[src/rtl/fifo_wr_arb_pkg.sv]
// Shared types and width defaults for the FIFO write arbiter.
// The SEND_ALU_HI state exists only when FIFO_WR_ARB_ALU_HI_EN is defined.
package fifo_wr_arb_pkg;

  localparam int DATA_WIDTH_DEF = 8;
  localparam int ALU_WIDTH_DEF  = 16;

  typedef enum logic [1:0] {
    IDLE        = 2'd0,
    SEND_ALU_LO = 2'd1,
`ifdef FIFO_WR_ARB_ALU_HI_EN
    SEND_ALU_HI = 2'd2,
`endif
    SEND_RD     = 2'd3
  } state_e;

endpackage

[src/rtl/arb_req_slot.sv]
// One requester capture slot: holds a result until its grant completes,
// and flags a drop when a new result finds the slot still occupied.
module arb_req_slot #(
  parameter int W = 8
) (
  input  logic         i_clk,
  input  logic         i_rst,
  input  logic         i_valid,
  input  logic [W-1:0] i_data,
  input  logic         i_clr,
  output logic         o_pend,
  output logic [W-1:0] o_data,
  output logic         o_drop
);

  logic         r_pend;
  logic [W-1:0] r_data;
  logic         r_drop;
  logic         w_accept;

  // A pulse landing on the final-byte cycle reuses the slot that is being freed.
  assign w_accept = i_valid && (!r_pend || i_clr);

  // NOTE: sequential state uses non-blocking assignments so every register
  // samples pre-edge values, independent of statement order.
  always_ff @(posedge i_clk) begin
    if (i_rst) begin
      r_pend <= 1'b0;
      r_data <= '0;
      r_drop <= 1'b0;
    end else begin
      r_drop <= i_valid && !w_accept;
      if (w_accept) begin
        r_data <= i_data;
        r_pend <= 1'b1;
      end else if (i_clr) begin
        r_pend <= 1'b0;
      end
    end
  end

  assign o_pend = r_pend;
  assign o_data = r_data;
  assign o_drop = r_drop;

endmodule

[src/rtl/fifo_wr_arb.sv]
// Round-robin arbiter serialising ALU results and RF read data into an async-FIFO write port.
// Define FIFO_WR_ARB_ALU_HI_EN to send the ALU high byte; otherwise only ALU_OUT[7:0] is sent.
module fifo_wr_arb
  import fifo_wr_arb_pkg::*;
#(
  parameter int DATA_WIDTH = DATA_WIDTH_DEF,
  parameter int ALU_WIDTH  = ALU_WIDTH_DEF
) (
  input  logic                  CLK,
  input  logic                  RST,
  input  logic [ALU_WIDTH-1:0]  ALU_OUT,
  input  logic                  ALU_OUT_VALID,
  input  logic [DATA_WIDTH-1:0] RD_D,
  input  logic                  RD_D_VALID,
  input  logic                  FIFO_FULL,
  output logic [DATA_WIDTH-1:0] WR_DATA,
  output logic                  WR_INC,
  output logic                  ALU_PEND,
  output logic                  RD_PEND,
  output logic                  DROP_ERR
);

`ifdef FIFO_WR_ARB_ALU_HI_EN
  localparam int ALU_SLOT_W = 2 * DATA_WIDTH;
`else
  localparam int ALU_SLOT_W = DATA_WIDTH;
  logic w_unused_alu_hi;
  assign w_unused_alu_hi = ^ALU_OUT[ALU_WIDTH-1:DATA_WIDTH];
`endif

  state_e                  r_state, w_state_nxt;
  logic                    r_ptr, w_ptr_nxt;
  logic                    w_alu_pend, w_rd_pend, w_alu_drop, w_rd_drop;
  logic                    w_alu_clr, w_rd_clr, w_wr_inc;
  logic [ALU_SLOT_W-1:0]   w_alu_data;
  logic [DATA_WIDTH-1:0]   w_rd_data, w_wr_data;

  arb_req_slot #(.W(ALU_SLOT_W)) u_alu_slot (
    .i_clk   (CLK),
    .i_rst   (RST),
    .i_valid (ALU_OUT_VALID),
    .i_data  (ALU_OUT[ALU_SLOT_W-1:0]),
    .i_clr   (w_alu_clr),
    .o_pend  (w_alu_pend),
    .o_data  (w_alu_data),
    .o_drop  (w_alu_drop)
  );

  arb_req_slot #(.W(DATA_WIDTH)) u_rd_slot (
    .i_clk   (CLK),
    .i_rst   (RST),
    .i_valid (RD_D_VALID),
    .i_data  (RD_D),
    .i_clr   (w_rd_clr),
    .o_pend  (w_rd_pend),
    .o_data  (w_rd_data),
    .o_drop  (w_rd_drop)
  );

  // NOTE: every always_comb output gets a default first so no path can infer a latch.
  always_comb begin
    w_state_nxt = r_state;
    w_ptr_nxt   = r_ptr;
    w_wr_inc    = 1'b0;
    w_wr_data   = '0;
    w_alu_clr   = 1'b0;
    w_rd_clr    = 1'b0;
    case (r_state)
      IDLE: begin
        if (w_alu_pend && (!w_rd_pend || !r_ptr)) w_state_nxt = SEND_ALU_LO;
        else if (w_rd_pend)                       w_state_nxt = SEND_RD;
      end
      SEND_ALU_LO: begin
        w_wr_data = w_alu_data[DATA_WIDTH-1:0];
        // Reset suppresses the strobe at once so an aborted grant writes nothing more.
        w_wr_inc  = !FIFO_FULL && !RST;
        if (w_wr_inc) begin
`ifdef FIFO_WR_ARB_ALU_HI_EN
          w_state_nxt = SEND_ALU_HI;
`else
          w_state_nxt = IDLE;
          w_alu_clr   = 1'b1;
          w_ptr_nxt   = 1'b1;
`endif
        end
      end
`ifdef FIFO_WR_ARB_ALU_HI_EN
      SEND_ALU_HI: begin
        w_wr_data = w_alu_data[2*DATA_WIDTH-1:DATA_WIDTH];
        w_wr_inc  = !FIFO_FULL && !RST;
        if (w_wr_inc) begin
          w_state_nxt = IDLE;
          w_alu_clr   = 1'b1;
          w_ptr_nxt   = 1'b1;
        end
      end
`endif
      SEND_RD: begin
        w_wr_data = w_rd_data;
        w_wr_inc  = !FIFO_FULL && !RST;
        if (w_wr_inc) begin
          w_state_nxt = IDLE;
          w_rd_clr    = 1'b1;
          w_ptr_nxt   = 1'b0;
        end
      end
      default: w_state_nxt = IDLE;
    endcase
  end

  always_ff @(posedge CLK) begin
    if (RST) begin
      r_state <= IDLE;
      r_ptr   <= 1'b0;
    end else begin
      r_state <= w_state_nxt;
      r_ptr   <= w_ptr_nxt;
    end
  end

  assign WR_DATA  = w_wr_data;
  assign WR_INC   = w_wr_inc;
  assign ALU_PEND = w_alu_pend;
  assign RD_PEND  = w_rd_pend;
  assign DROP_ERR = w_alu_drop | w_rd_drop;

endmodule

[config.mk]
export PLATFORM = sky130hd
export DESIGN_NAME = fifo_wr_arb
export DESIGN_NICKNAME = d
export VERILOG_FILES = /design/src/rtl/fifo_wr_arb_pkg.sv /design/src/rtl/arb_req_slot.sv /design/src/rtl/fifo_wr_arb.sv
export SDC_FILE = /design/constraint.sdc
export NUM_CORES = 1
export LEC_CHECK = 0
export ABC_CLOCK_PERIOD_IN_PS = 1670
export BUFFER_PORTS_ARGS = -buffer_cell sky130_fd_sc_hd__buf_4
export CAP_MARGIN = 20
export CORE_UTILIZATION = 44
export DETAILED_ROUTE_END_ITERATION = 8
export PLACE_DENSITY = 0.77
export SLEW_MARGIN = 40
export SYNTH_ARGS = -nofsm -noshare
export SYNTH_HDL_FRONTEND = slang
export SYNTH_SLANG_ARGS = --single-unit
[constraint.sdc]
create_clock -name CLK -period 1.67 [get_ports CLK]
set_input_delay 0.334 -clock CLK [delete_from_list [all_inputs] [get_ports CLK]]
set_output_delay 0.334 -clock CLK [all_outputs]
set_load 0.02 [all_outputs]
[After elaboration in Yosys (flattened, before gate mapping)]
Index checks and enable logic that the tools add are counted.
Storage, ports and cells
  flip-flop bits (word level): 23
  input bits: 29
Cells by class
  equal/unequal tests: 6
  multiplexer cells: 16
  bitwise gates (word level): 1
  reductions and logical operators: 23
Operators with widths (number)
  $pmux 8 s2: 1
  $mux 1: 10
  $logic_not 1->1: 7
  $logic_and 1x1->1: 6
  $mux 2: 3
  $reduce_bool 2->1: 3
  $ne 2x2->1 const B: 2
  $pmux 2 s2: 1
  $logic_or 1x1->1: 3
  $ne 3x2->1 const B: 1
  $reduce_and 3->1: 1
  $eq 2x1->1 const B: 1
  $eq 2x2->1 const B: 1
  $logic_not 2->1: 1
  $ne 2x1->1 const B: 1
  $pmux 1 s2: 1
  $reduce_and 2->1: 1
  $reduce_or 2->1: 1
  $or 1x1->1: 1

[Logic depth before layout (Yosys ltp)]
  depth in word-level cells: 8
  depth in mapped cells: 5

[By module]
From an unflattened synthesis, not the netlist that was laid out.
Unflattened totals
  cell total of the unflattened synthesis: 117
  area, all modules: 1161.1 sq um
By module, submodules not included
  arb_req_slot: instances 2, cells each 41, area an instance 436.7 sq um, sequential area each 200.2 sq um
  fifo_wr_arb: instances 1, cells each 35, area an instance 287.8 sq um, sequential area each 60.1 sq um

[Worst setup path after synthesis]
OpenSTA, ideal clock, no wires.
  kind: input to output
  start: input RST
  end: output WR_INC
  arrival time: 1.166 ns
  slack: 0.170 ns
  stages on the path: 3
  path through: buf_6 -> buf_2 -> nor3b_1
On the way
  longest elaborated chain between the ends: 3
RTL lines
  start, declared: RTL line fifo_wr_arb.sv:10  | input logic RST,
  $logic_not 1->1: RTL line fifo_wr_arb.sv:76, fifo_wr_arb.sv:100
  $logic_and 1x1->1: RTL line fifo_wr_arb.sv:76, fifo_wr_arb.sv:100
  $mux 1
  end, declared: RTL line fifo_wr_arb.sv:17  | output logic WR_INC,
No other way between the ends.

[Worst setup path after layout]
  start: register r_state[1]
  end: output WR_DATA[0]
On the way
  longest elaborated chain between the ends: 2
RTL lines
  start, declared: RTL line fifo_wr_arb.sv:31  | state_e r_state, w_state_nxt;
  start signal, assigned: RTL line fifo_wr_arb.sv:116  | r_state <= w_state_nxt;
  $eq 2x2->1 or $eq 2x1->1 (tied branches): RTL line fifo_wr_arb.sv:68  | case (r_state)
  $pmux 8 s2 (*): RTL line fifo_wr_arb.sv:68
  end, declared: RTL line fifo_wr_arb.sv:16  | output logic [DATA_WIDTH-1:0] WR_DATA,
Every way passes the cells marked *; elsewhere a longest branch is shown, timed or not.

==> impl_metrics.env <==
export IMPL_die_w_microns=59.01
export IMPL_drive_gt1_share_pct=28.27
export IMPL_regArea_sq_um=462.9
export IMPL_crit_required_ns=1.34
export IMPL_synth_edf_count=0
export IMPL_place_ws_ns=0.01856
export IMPL_maxSlewHeadroom_pct=78.18
export IMPL_leakage_nw=0.5912
export IMPL_multi_input_area_sq_um=878.3
export IMPL_cts_tree="yes"
export IMPL_yosys_cell_types_count=27
export IMPL_drc_errors=0
export IMPL_grt_start_max_net_pins=38
export IMPL_critPathKind="flip-flop to output port"
export IMPL_placementRows=20
export IMPL_status="completed"
export IMPL_setup_viol=0
export IMPL_die_area_sq_um=3482
export IMPL_crit_fanout=14
export IMPL_setup_ws_ns=0.06479
export IMPL_max_freq_mhz=623.0
export IMPL_powerDensity_nw_per_um2=673.2
export IMPL_worst_setup_path_end_kind="output port"
export IMPL_wl_per_cell_microns=15.50
export IMPL_worst_pin_slew_ns=0.3232
export IMPL_synth_nets=191
export IMPL_via_count=1421
export IMPL_clock_latency_ns=0.32
export IMPL_final_cell_mix="buf_4 (41), dfxtp_1 (21), nor3b_1 (17), nand2_1 (17)"
export IMPL_io_pins=41
export IMPL_layout_commonest_cell="buf_4"
export IMPL_yosys_top_cells_area="dfxtp_1 (32%), nand4b_1 (9.8%), nor3b_1 (8.9%), o311ai_0 (8.0%), a31oi_1 (7.0%)"
export IMPL_synth_top_cell_area_share_pct=32.20
export IMPL_synth_seq_area_share_pct=32.20
export IMPL_nFillCells=270
export IMPL_drt_pass1_iter_count=4
export IMPL_grt_pass1_vias=1324
export IMPL_avgSynthCellArea_sq_um=8.828
export IMPL_antenna_found_initial=0
export IMPL_yosys_warnings=0
export IMPL_area_delta_synth_final_pct=24.32
export IMPL_dr_first_iter_drc_count=69
export IMPL_hp_class="input port to flip-flop"
export IMPL_diodes=0
export IMPL_grt_pass1_wl_mm=5.844
export IMPL_viasPerCell=6.047
export IMPL_ctsHtreeMaxLevel=1
export IMPL_ys_ff_latch=23
export IMPL_period_share_pct=96.12
export IMPL_dp_hpwl_mm=2.441
export IMPL_min_period_ns=1.605
export IMPL_cap_viol_max_count=0
export IMPL_grt_ovfl_total=0
export IMPL_worst_ir_drop_vdd_mv=0.3289
export IMPL_io_buffers=32
export IMPL_syn_area_sq_um=1430
export IMPL_cts_buffers_inserted=3
export IMPL_totalWireLength_mm=3.643
export IMPL_gp_congestion=0.7875
export IMPL_hold_viol_final=0
export IMPL_synthArstFlopShare_pct=0
export IMPL_maxSlewViolCount=0
export IMPL_clock_sinks=23
export IMPL_start_util_pct=46.46
export IMPL_ys_flop_type="dfxtp_1"
export IMPL_cts_reportedPaths_clkPinSlew_ns=0.13
export IMPL_grt_use_total_pct=22.08
export IMPL_root_buffer="clkbuf_4"
export IMPL_synth_top_area_cell="dfxtp_1"
export IMPL_worstPathArrival_ns=1.27
export IMPL_final_nets=221
export IMPL_finalSetupTns_ns=0
export IMPL_crit_path_start_kind="flip-flop"
export IMPL_skew_ns=0.001435
export IMPL_fp_dieH_microns=59.01
export IMPL_netlist_instances=162
export IMPL_core_area_sq_um=3078
export IMPL_ant_nets=0
export IMPL_max_clock_path_buffers=2
[per-layer routing]
| layer | routed length, microns | global-route usage [%] | up-vias |
|---|---|---|---|
| met2 | 1747 | 34.90 | 45 |
| met4 | 87 | 13.61 | 0 |
| met3 | 122 | 2.183 | 9 |
| li1 | - | - | 684 |
| met1 | 1685 | 29.02 | 683 |
| met5 | 0 | 0 | - |
[per-stage QoR]
stage | total power (W) | util [%] | hold slack [ns] | cell area (sq um) | cells
after global routing | 0.001256 | 57.76 | 0.2659 | 1778 | 235
after CTS | 0.001182 | 56.14 | 0.2537 | 1728 | 232
final | 0.001197 | 57.76 | 0.2585 | 1778 | 235
after floorplan | 0.0008068 | - | 0.4483 | 1430 | 162
after global placement | 0.0009068 | 55.28 | 0.4694 | 1702 | 228
after detailed placement | 0.0009235 | 55.28 | 0.4822 | 1702 | 228
[cell usage after synthesis (all sizes together) (2+ instances only)]
master / instances
nand2: 17
and3: 2
dfxtp: 23
nor2: 3
nand4b: 16
nor2b: 10
clkinv: 2
a21oi: 4
nor3b: 17
buf: 8
a31oi: 16
o311ai: 16
mux2i: 8
clkbuf: 10
[sequential cells by signal (all words and copies together) (netlist names)]
name	flops
r_state	2
u_rd_slot.o_pend	1
u_alu_slot.o_data	8
u_rd_slot.o_data	8
r_ptr	1
u_alu_slot.o_pend	1
u_rd_slot.o_drop	1
u_alu_slot.o_drop	1
[power by group]
part / switching, W / leakage, nW / internal, W / total [W]
Sequential: 0.0000360 / 0.190 / 0.000593 / 0.000629
Combinational: 0.000152 / 0.386 / 0.000149 / 0.000302
Clock: 0.000173 / 0.0150 / 0.0000936 / 0.000267
[worst paths after layout]
kind | to | cells after the start | from | slack, ns
hold reg to reg | r_ptr$_SDFFE_PP0P_ | 2 | r_ptr$_SDFFE_PP0P_ | 0.50
setup reg to reg | u_alu_slot.o_pend$_SDFFE_PP0P_ | 5 | r_state[1]$_SDFFE_PP0P_ | 0.20
hold / removal | u_rd_slot.o_data[2]$_SDFFE_PP0P_ | 3 | RD_D[2] | 0.26
setup / recovery | WR_DATA[0] | 4 | r_state[1]$_SDFFE_PP0P_ | 0.06
[logic make-up (layout without fill, tap and decap cells)]
group | after synthesis | after routing | synth area share [%]
and+or+nand+nor | 72 | 72 | 34.99
DFF | 23 | 23 | 32.20
buffers and inverters | 20 | 49 | 7.262
AOI/OAI and AO/OA | 39 | 39 | 19.95
muxes | 8 | 8 | 5.600
[repair_timing]
item | CTS | global route
gates resized for setup | 0 | 4
hold buffers | 0 | 0
endpoints found under the setup margin | 0 | 16
buffers inserted | 0 | 3
[worst max-delay path, cell delays in order (launching register included)]
cell and delay [ns]:
dfxtp_2 0.36, buf_12 0.15, mux2i_4 0.22, nor2b_1 0.06
buf_4 0.15
[cell type report]
type / instances / share of cell area [%]
multi-input combinational: 119 / 49.40
sequential: 23 / 26.04
timing repair buffer: 43 / 19.56
tap: 44 / 3.096
clock buffer: 4 / 1.478
inverter: 2 / 0.4222
Power figures use the tool's default switching activity.
